### src/rtl/multi_player_controller.sv
// N-player input front end: per-pin sync + debounce, SOCD cleaning, attack-press pulse.
// Define MPC_COMBO_EN to build the per-player special-move detector; otherwise special is tied 0.
module multi_player_controller #(
    parameter int NUM_PLAYERS     = 2,
    parameter int DEBOUNCE_CYCLES = 1000000,
    parameter int COMBO_WINDOW    = 25000000,
    parameter int CNT_W           = 25
) (
    input  logic                     clk,
    input  logic                     rst,
    input  logic [NUM_PLAYERS-1:0]   left_l,
    input  logic [NUM_PLAYERS-1:0]   right_l,
    input  logic [NUM_PLAYERS-1:0]   up_l,
    input  logic [NUM_PLAYERS-1:0]   down_l,
    input  logic [NUM_PLAYERS-1:0]   attack,
    input  logic [NUM_PLAYERS-1:0]   shield,
    output logic [7*NUM_PLAYERS-1:0] controller_inputs,
    output logic [NUM_PLAYERS-1:0]   special
);
    localparam int              NPINS     = 6 * NUM_PLAYERS;
    localparam longint          CNT_LIMIT = longint'(1) << CNT_W;
    localparam logic [CNT_W-1:0] DB_LAST  = CNT_W'(DEBOUNCE_CYCLES - 1);

    if (DEBOUNCE_CYCLES < 1 || COMBO_WINDOW < 1 ||
        longint'(DEBOUNCE_CYCLES) >= CNT_LIMIT || longint'(COMBO_WINDOW) >= CNT_LIMIT) begin : g_bad_params
        $error("multi_player_controller: DEBOUNCE_CYCLES/COMBO_WINDOW must be in 1 .. 2**CNT_W-1");
    end

    logic [NPINS-1:0]         pressed;
    logic [NPINS-1:0]         sync1_q, sync1_d;
    logic [NPINS-1:0]         sync2_q, sync2_d;
    logic [NPINS-1:0]         stable_q, stable_d;
    logic [CNT_W-1:0]         db_cnt_q [NPINS];
    logic [CNT_W-1:0]         db_cnt_d [NPINS];
    logic [7*NUM_PLAYERS-1:0] ci_q, ci_d;

    // Pin order within a player: left, right, up, down, attack, shield (all active-high pressed).
    for (genvar g = 0; g < NUM_PLAYERS; g++) begin : g_pins
        assign pressed[6*g+0] = ~left_l[g];
        assign pressed[6*g+1] = ~right_l[g];
        assign pressed[6*g+2] = ~up_l[g];
        assign pressed[6*g+3] = ~down_l[g];
        assign pressed[6*g+4] = attack[g];
        assign pressed[6*g+5] = shield[g];
    end

    assign sync1_d = pressed;
    assign sync2_d = sync1_q;

    always_comb begin
        stable_d = stable_q;
        for (int j = 0; j < NPINS; j++) begin
            db_cnt_d[j] = '0;
            if (sync2_q[j] != stable_q[j]) begin
                if (db_cnt_q[j] == DB_LAST) begin
                    stable_d[j] = ~stable_q[j];
                end else begin
                    db_cnt_d[j] = db_cnt_q[j] + CNT_W'(1);
                end
            end
        end
    end

    // Opposing directions cancel; ci_q[7p+4] doubles as last cycle's stable attack for the edge detect.
    always_comb begin
        ci_d = '0;
        for (int p = 0; p < NUM_PLAYERS; p++) begin
            ci_d[7*p+0] = stable_q[6*p+0] & ~stable_q[6*p+1];
            ci_d[7*p+1] = stable_q[6*p+1] & ~stable_q[6*p+0];
            ci_d[7*p+2] = stable_q[6*p+2] & ~stable_q[6*p+3];
            ci_d[7*p+3] = stable_q[6*p+3] & ~stable_q[6*p+2];
            ci_d[7*p+4] = stable_q[6*p+4];
            ci_d[7*p+5] = stable_q[6*p+5];
            ci_d[7*p+6] = stable_q[6*p+4] & ~ci_q[7*p+4];
        end
    end

    always_ff @(posedge clk or posedge rst) begin
        if (rst) begin
            sync1_q  <= '0;
            sync2_q  <= '0;
            stable_q <= '0;
            ci_q     <= '0;
            for (int j = 0; j < NPINS; j++) begin
                db_cnt_q[j] <= '0;
            end
        end else begin
            sync1_q  <= sync1_d;
            sync2_q  <= sync2_d;
            stable_q <= stable_d;
            ci_q     <= ci_d;
            for (int j = 0; j < NPINS; j++) begin
                db_cnt_q[j] <= db_cnt_d[j];
            end
        end
    end

    assign controller_inputs = ci_q;

`ifdef MPC_COMBO_EN
    // state   | meaning
    // ST_IDLE | waiting for a down press
    // ST_DOWN | down seen, waiting for right
    // ST_FWD  | down-right seen, waiting for attack press
    // ST_FIRE | special pulse cycle, then back to idle
    localparam logic [1:0] ST_IDLE = 2'd0;
    localparam logic [1:0] ST_DOWN = 2'd1;
    localparam logic [1:0] ST_FWD  = 2'd2;
    localparam logic [1:0] ST_FIRE = 2'd3;
    localparam logic [CNT_W-1:0] WIN_LAST = CNT_W'(COMBO_WINDOW - 1);

    logic [1:0]               state_q [NUM_PLAYERS];
    logic [1:0]               state_d [NUM_PLAYERS];
    logic [CNT_W-1:0]         win_q   [NUM_PLAYERS];
    logic [CNT_W-1:0]         win_d   [NUM_PLAYERS];
    logic [4*NUM_PLAYERS-1:0] dir_prev_q, dir_prev_d;
    logic [NUM_PLAYERS-1:0]   special_q, special_d;
    logic [3:0]               rise    [NUM_PLAYERS];
    logic [NUM_PLAYERS-1:0]   atk_step;

    // Steps come from the registered word, so special lands the cycle after the attack pulse.
    for (genvar g = 0; g < NUM_PLAYERS; g++) begin : g_steps
        assign rise[g]              = ci_q[7*g +: 4] & ~dir_prev_q[4*g +: 4];
        assign atk_step[g]          = ci_q[7*g+6];
        assign dir_prev_d[4*g +: 4] = ci_q[7*g +: 4];
    end

    always_comb begin
        special_d = '0;
        for (int p = 0; p < NUM_PLAYERS; p++) begin
            state_d[p] = state_q[p];
            win_d[p]   = win_q[p];
            case (state_q[p])
                ST_IDLE: begin
                    if (rise[p][3]) begin
                        state_d[p] = ST_DOWN;
                    end
                end
                ST_DOWN: begin
                    win_d[p] = win_q[p] + CNT_W'(1);
                    if (rise[p][1]) begin
                        state_d[p] = ST_FWD;
                        win_d[p]   = '0;
                    end else if ((|rise[p]) || win_q[p] == WIN_LAST) begin
                        state_d[p] = ST_IDLE;
                        win_d[p]   = '0;
                    end
                end
                ST_FWD: begin
                    win_d[p] = win_q[p] + CNT_W'(1);
                    if (atk_step[p]) begin
                        state_d[p]   = ST_FIRE;
                        win_d[p]     = '0;
                        special_d[p] = 1'b1;
                    end else if (rise[p][3]) begin
                        state_d[p] = ST_DOWN;
                        win_d[p]   = '0;
                    end else if ((|rise[p]) || win_q[p] == WIN_LAST) begin
                        state_d[p] = ST_IDLE;
                        win_d[p]   = '0;
                    end
                end
                default: begin
                    state_d[p] = ST_IDLE;
                    win_d[p]   = '0;
                end
            endcase
        end
    end

    always_ff @(posedge clk or posedge rst) begin
        if (rst) begin
            dir_prev_q <= '0;
            special_q  <= '0;
            for (int p = 0; p < NUM_PLAYERS; p++) begin
                state_q[p] <= ST_IDLE;
                win_q[p]   <= '0;
            end
        end else begin
            dir_prev_q <= dir_prev_d;
            special_q  <= special_d;
            for (int p = 0; p < NUM_PLAYERS; p++) begin
                state_q[p] <= state_d[p];
                win_q[p]   <= win_d[p];
            end
        end
    end

    assign special = special_q;
`else
    assign special = '0;
`endif

endmodule

### config.mk
export PLATFORM = sky130hd
export DESIGN_NAME = multi_player_controller
export DESIGN_NICKNAME = d
export VERILOG_FILES = /design/src/rtl/multi_player_controller.sv
export SDC_FILE = /design/constraint.sdc
export NUM_CORES = 1
export LEC_CHECK = 0
export ABC_CLOCK_PERIOD_IN_PS = 24800
export BUFFER_PORTS_ARGS = -buffer_cell sky130_fd_sc_hd__buf_2
export CAP_MARGIN = 30
export CORE_AREA = 2 2 160 318
export CTS_BUF_LIST = sky130_fd_sc_hd__clkbuf_8
export CTS_CLUSTER_DIAMETER = 40
export CTS_CLUSTER_SIZE = 28
export DETAILED_ROUTE_END_ITERATION = 8
export DIE_AREA = 0 0 162 320
export PLACE_DENSITY = 0.52
export SYNTH_ARGS = -nofsm -noshare
export SYNTH_HDL_FRONTEND = slang
export SYNTH_SLANG_ARGS = --single-unit
### constraint.sdc
create_clock -name clk -period 24.8 [get_ports clk]
set_input_delay 2.48 -clock clk [delete_from_list [all_inputs] [get_ports clk]]
set_output_delay 2.48 -clock clk [all_outputs]
set_load 0.005 [all_outputs]
# Yosys cells after proc, flatten, opt, wreduce, memory -nomap -nowiden
# Cells that the tools add are included.
dict set report classes {
  add_sub_neg 12
  reduce_logical 12
  bitwise 32
  n_mux 24
  n_eq_ne 24
}
# op count
set ops {}
lappend ops {{2-to-1 mux 25 bit} 24}
lappend ops {{adder 25 x 1 -> 25 bit, second input constant} 12}
lappend ops {{equality test 25 x 20 -> 1 bit, second input constant} 12}
lappend ops {{AND reduction 2 bit} 12}
lappend ops {{inverter 1 bit} 22}
lappend ops {{!= test 1 bit} 12}
lappend ops {{AND 1 bit} 10}
dict set report word_totals {
  elab_cells 131
  reg_bits 350
  output_inout_bits 16
}

# Depth between registers and ports, before layout
dict set report depth {
  word_depth 3
  mapped_depth 7
  mapped_depth_nobuf 5
}

# Worst setup path after synthesis
# Ideal clock, no wire load.
dict set report synth_timing {
  path_type {register to output}
  startpoint {register ci_q[11] (netlist: controller_inputs[11])}
  endpoint {output port controller_inputs[11]}
  stages_incl_launch_ff 1
  setup_slack_ps 21958
  t_required_ps 22320
  path_buffers 0
  t_arrival_ps 362
  cell_sequence {dfrtp_1}
}
# item line
set synth_lines {}
lappend synth_lines {{start, declared} 35} ;# logic [7*NUM_PLAYERS-1:0] ci_q, ci_d;
lappend synth_lines {{start signal, assigned} 91} ;# ci_q <= ci_d;
lappend synth_lines {{end, declared} 17} ;# output logic [7*NUM_PLAYERS-1:0] controller_inputs,
# No word-level cell between the ends.

# Final worst setup path
dict set report layout_timing {
  startpoint {register ci_q[11] (netlist: controller_inputs[11])}
  endpoint {output port controller_inputs[11]}
}
# No word-level cell between the ends.

==> results.md <==
- Pins Over Slew Limit: 0
- Worst slew pin tran: approximately 1100 ps
- DRT Wirelength: approximately 38000 µm
- Startpoint types: flip-flop
- Yosys warns: 0
- Worst min-delay path startpoint: sync1_q[2]$_DFF_PP0_
- CTS sink cnt: 350
- Worst ir drop on vdd: ~0.046 mV
- Pleak: around 0.0074 µW
- All-Layer GR Usage: between 15 and 20%
- TritonCTS buffer count: 39
- Hold_buf cts: 0
- Number of detailed-route iterations in the first pass: 7
- Postcts setup bufs: 0
- Post-cts sizing count: 0
- Post-synthesis cell count: 1738
- Final GP Congestion: between 0.7 and 0.8
- Initial DRC count: between 600 and 700
- Fin Hold WS: 340 ps
- Clock transition at the registers of the reported paths: ~90 ps
- Area contributors post-synth: dfrtp_1 (51%), xor2_1 (4.6%), nor2_1 (4.1%)
- Final setup fails: 0
- Period minus WS final: roughly 3600 ps
- Vias in the first global route: roughly 14000
- Critical-path top delay cell: dfrtp_1
- Die Y: between 300 and 400 µm
- Final #Nets: 1787
- Wire length per cell: between 15 and 20 µm
- Crit share post-route: between 10% and 20%
- Clock skew: 35.9 ps
- Clk_lat worst skew: about 600 ps
- CP endpoint kind: output port
- Slew HR: 23.4%
- Reg-to-Reg End: db_cnt_q[92]$_DFF_PP0_
- Root buf cell: clkbuf_8
- Layer carrying the most global-route usage: met2
- Met1 Use GR: 16.2%
- Final antenna-violating net count: 0
- Hold EP: sync2_q[2]$_DFF_PP0_
- Hold depth: 0
- Dpl hpwl: ~26000 µm
- Largest net degree at the start of global routing: about 190
- Die W: ~160 µm
- Placement Rows: 115
- Min-delay worst type: flip-flop to flip-flop
- I/O pin cnt: 30
- Crit path max fanout: 2
- Share of cells above drive strength 1: ~8.2%
- Total grt overflow: 0
- CTS tree: done
- Worst Path Buf+Inv: 1
- Post-synth EDFFs: 0
- PD cells: 57.2 nW/µm²
- First-pass GRT wire length: roughly 66000 µm
- Die Area: roughly 52000 µm²
- Pre-CTS setup slack: 20630 ps
- Seq/Total Area, Yosys: just over 50%
- Vias: 13194
- Synth unique cells: 44
- Post-synth ARST share: 100%
- CP delay by family, top: flip-flops
- Synth Flop Type: dfrtp_1
- FF-to-FF setup slack: 22370 ps
- Starting Density: 34.7%
- Final WS setup: between 20000 and 25000 ps
- Worst path cell trace: buf_2
- Outcome: complete, no violations
- Via density: 5.42
- Req. time, crit path: around 22000 ps
- Slowest cell delay on critical path: slightly below 400 ps
- RSZ-0062 raised after global routing: no
- Reg2Reg Depth: 5
- H-tree levels: 2
- Max Clock Freq: about 280 MHz
- Crit path kind: flip-flop to output port
- #FFs+latches synth: 350
- Synthesis-to-finish area growth: 10.8%
- FF-to-FF Start: db_cnt_q[75]$_DFF_PP0_
- Max_cap viols: 0
- Yosys top cell by area: dfrtp_1
- CTS Buffer Depth: 3
- Residual DRC: 0
- I/O Buffers: 27
- Final Hold Viols: 0
- CORE AREA: just under 50000 µm²
- Critical path arrival: roughly 1100 ps
- Mean Syn Cell Area: between 9 and 10 µm²
- Post-synth top area share: 51.2%
- Final setup TNS: 0 ps
- Met2 GRT Util: between 20% and 30%
- Cell Area, Synth: between 15000 and 20000 µm²
- M3 GR Usage: 2.09%
- Antenna violations before repair: 1
-- through the flow --
stage	area (µm²)	total power [µW]	util (%)	std cells
finish	18900	1080	38.5	2434
global route	18900	1130	38.5	2434
CTS	18900	1110	38.4	2432
detailed placement	18000	632	36.5	2362
global placement	18000	631	36.5	2362
floorplan	17100	618	-	1739
-- report_power, final --
part	internal [µW]	switching (µW)
logic	9.33	26.0
clock network	223	241
registers	577	6.73
-- layout make-up --
type / instances / area (µm²)
Fill cell: 4969 / 30300
Clock inverter: 28 / 349
Sequential cell: 350 / 8760
Multi-Input combinational cell: 1277 / 7970
Antenna cell: 1 / 2.50
Inverter: 51 / 199
Timing Repair Buffer: 42 / 280
Clock buffer: 42 / 578
Tap cell: 643 / 805
-- cell families (layout without fill, tap and decap cells) --
logic type / after synthesis / in the layout / synth area share [%]
fa+ha+maj: 12 / 12 / 0.879
mux: 18 / 18 / 1.14
simple gates: 829 / 829 / 26.8
buf+inv: 112 / 163 / 2.58
compound gates: 249 / 249 / 8.76
other cells: 1 / 3 / 0.0219
flops: 350 / 350 / 51.2
xor+xnor: 167 / 167 / 8.56
-- synthesized netlist by cell type, types with 51 or more instances --
library cell    n
clkbuf_1       54
nand3_1       102
o31ai_1        77
nand4_1        90
or3_1          58
inv_1          51
xor2_1         89
nand2_1       100
a21oi_1       115
or4_1          73
dfrtp_1       350
xnor2_1        78
nor2_1        188
-- how the worst max path moves through the flow --
| stage | start | endpoint | slack [ps] | cells after the start |
|---|---|---|---|---|
| after floorplan | rst | controller_inputs[0]$_DFF_PP0_ | 12610 | 1 |
| after global placement | rst | db_cnt_q[225]$_DFF_PP0_ | 20670 | 3 |
| after detailed placement | rst | db_cnt_q[230]$_DFF_PP0_ | 20630 | 3 |
| after CTS | controller_inputs[12]$_DFF_PP0_ | controller_inputs[12] | 21150 | 1 |
| after global routing | rst | db_cnt_q[57]$_DFF_PP0_ | 21120 | 3 |
| final | controller_inputs[11]$_DFF_PP0_ | controller_inputs[11] | 21210 | 1 |
-- registers in the layout, indices dropped and copies added (netlist names) --
register	count
stable_q	12
sync1_q	12
controller_inputs	14
db_cnt_q	300
sync2_q	12
-- routing by layer --
metal	vias up	routed length (µm)
li1	6415	-
met3	78	991
met2	166	21000
met1	6535	14900
met5	-	0
met4	0	1440
-- cell usage in the layout (no fill, tap or decap), types with 44 or more instances in the layout --
cell,synthesis,routed
a21oi_1,115,115
dfrtp_1,350,350
inv_1,51,54
nand2_1,100,100
nand3_1,102,102
nand4_1,90,90
nor2_1,188,188
nor3_1,46,46
nor4_1,44,44
o21ai_0,45,44
o31ai_1,77,70
or3_1,58,58
or4_1,73,73
xnor2_1,78,78
xor2_1,89,89
(Power assumes the default switching activity.)
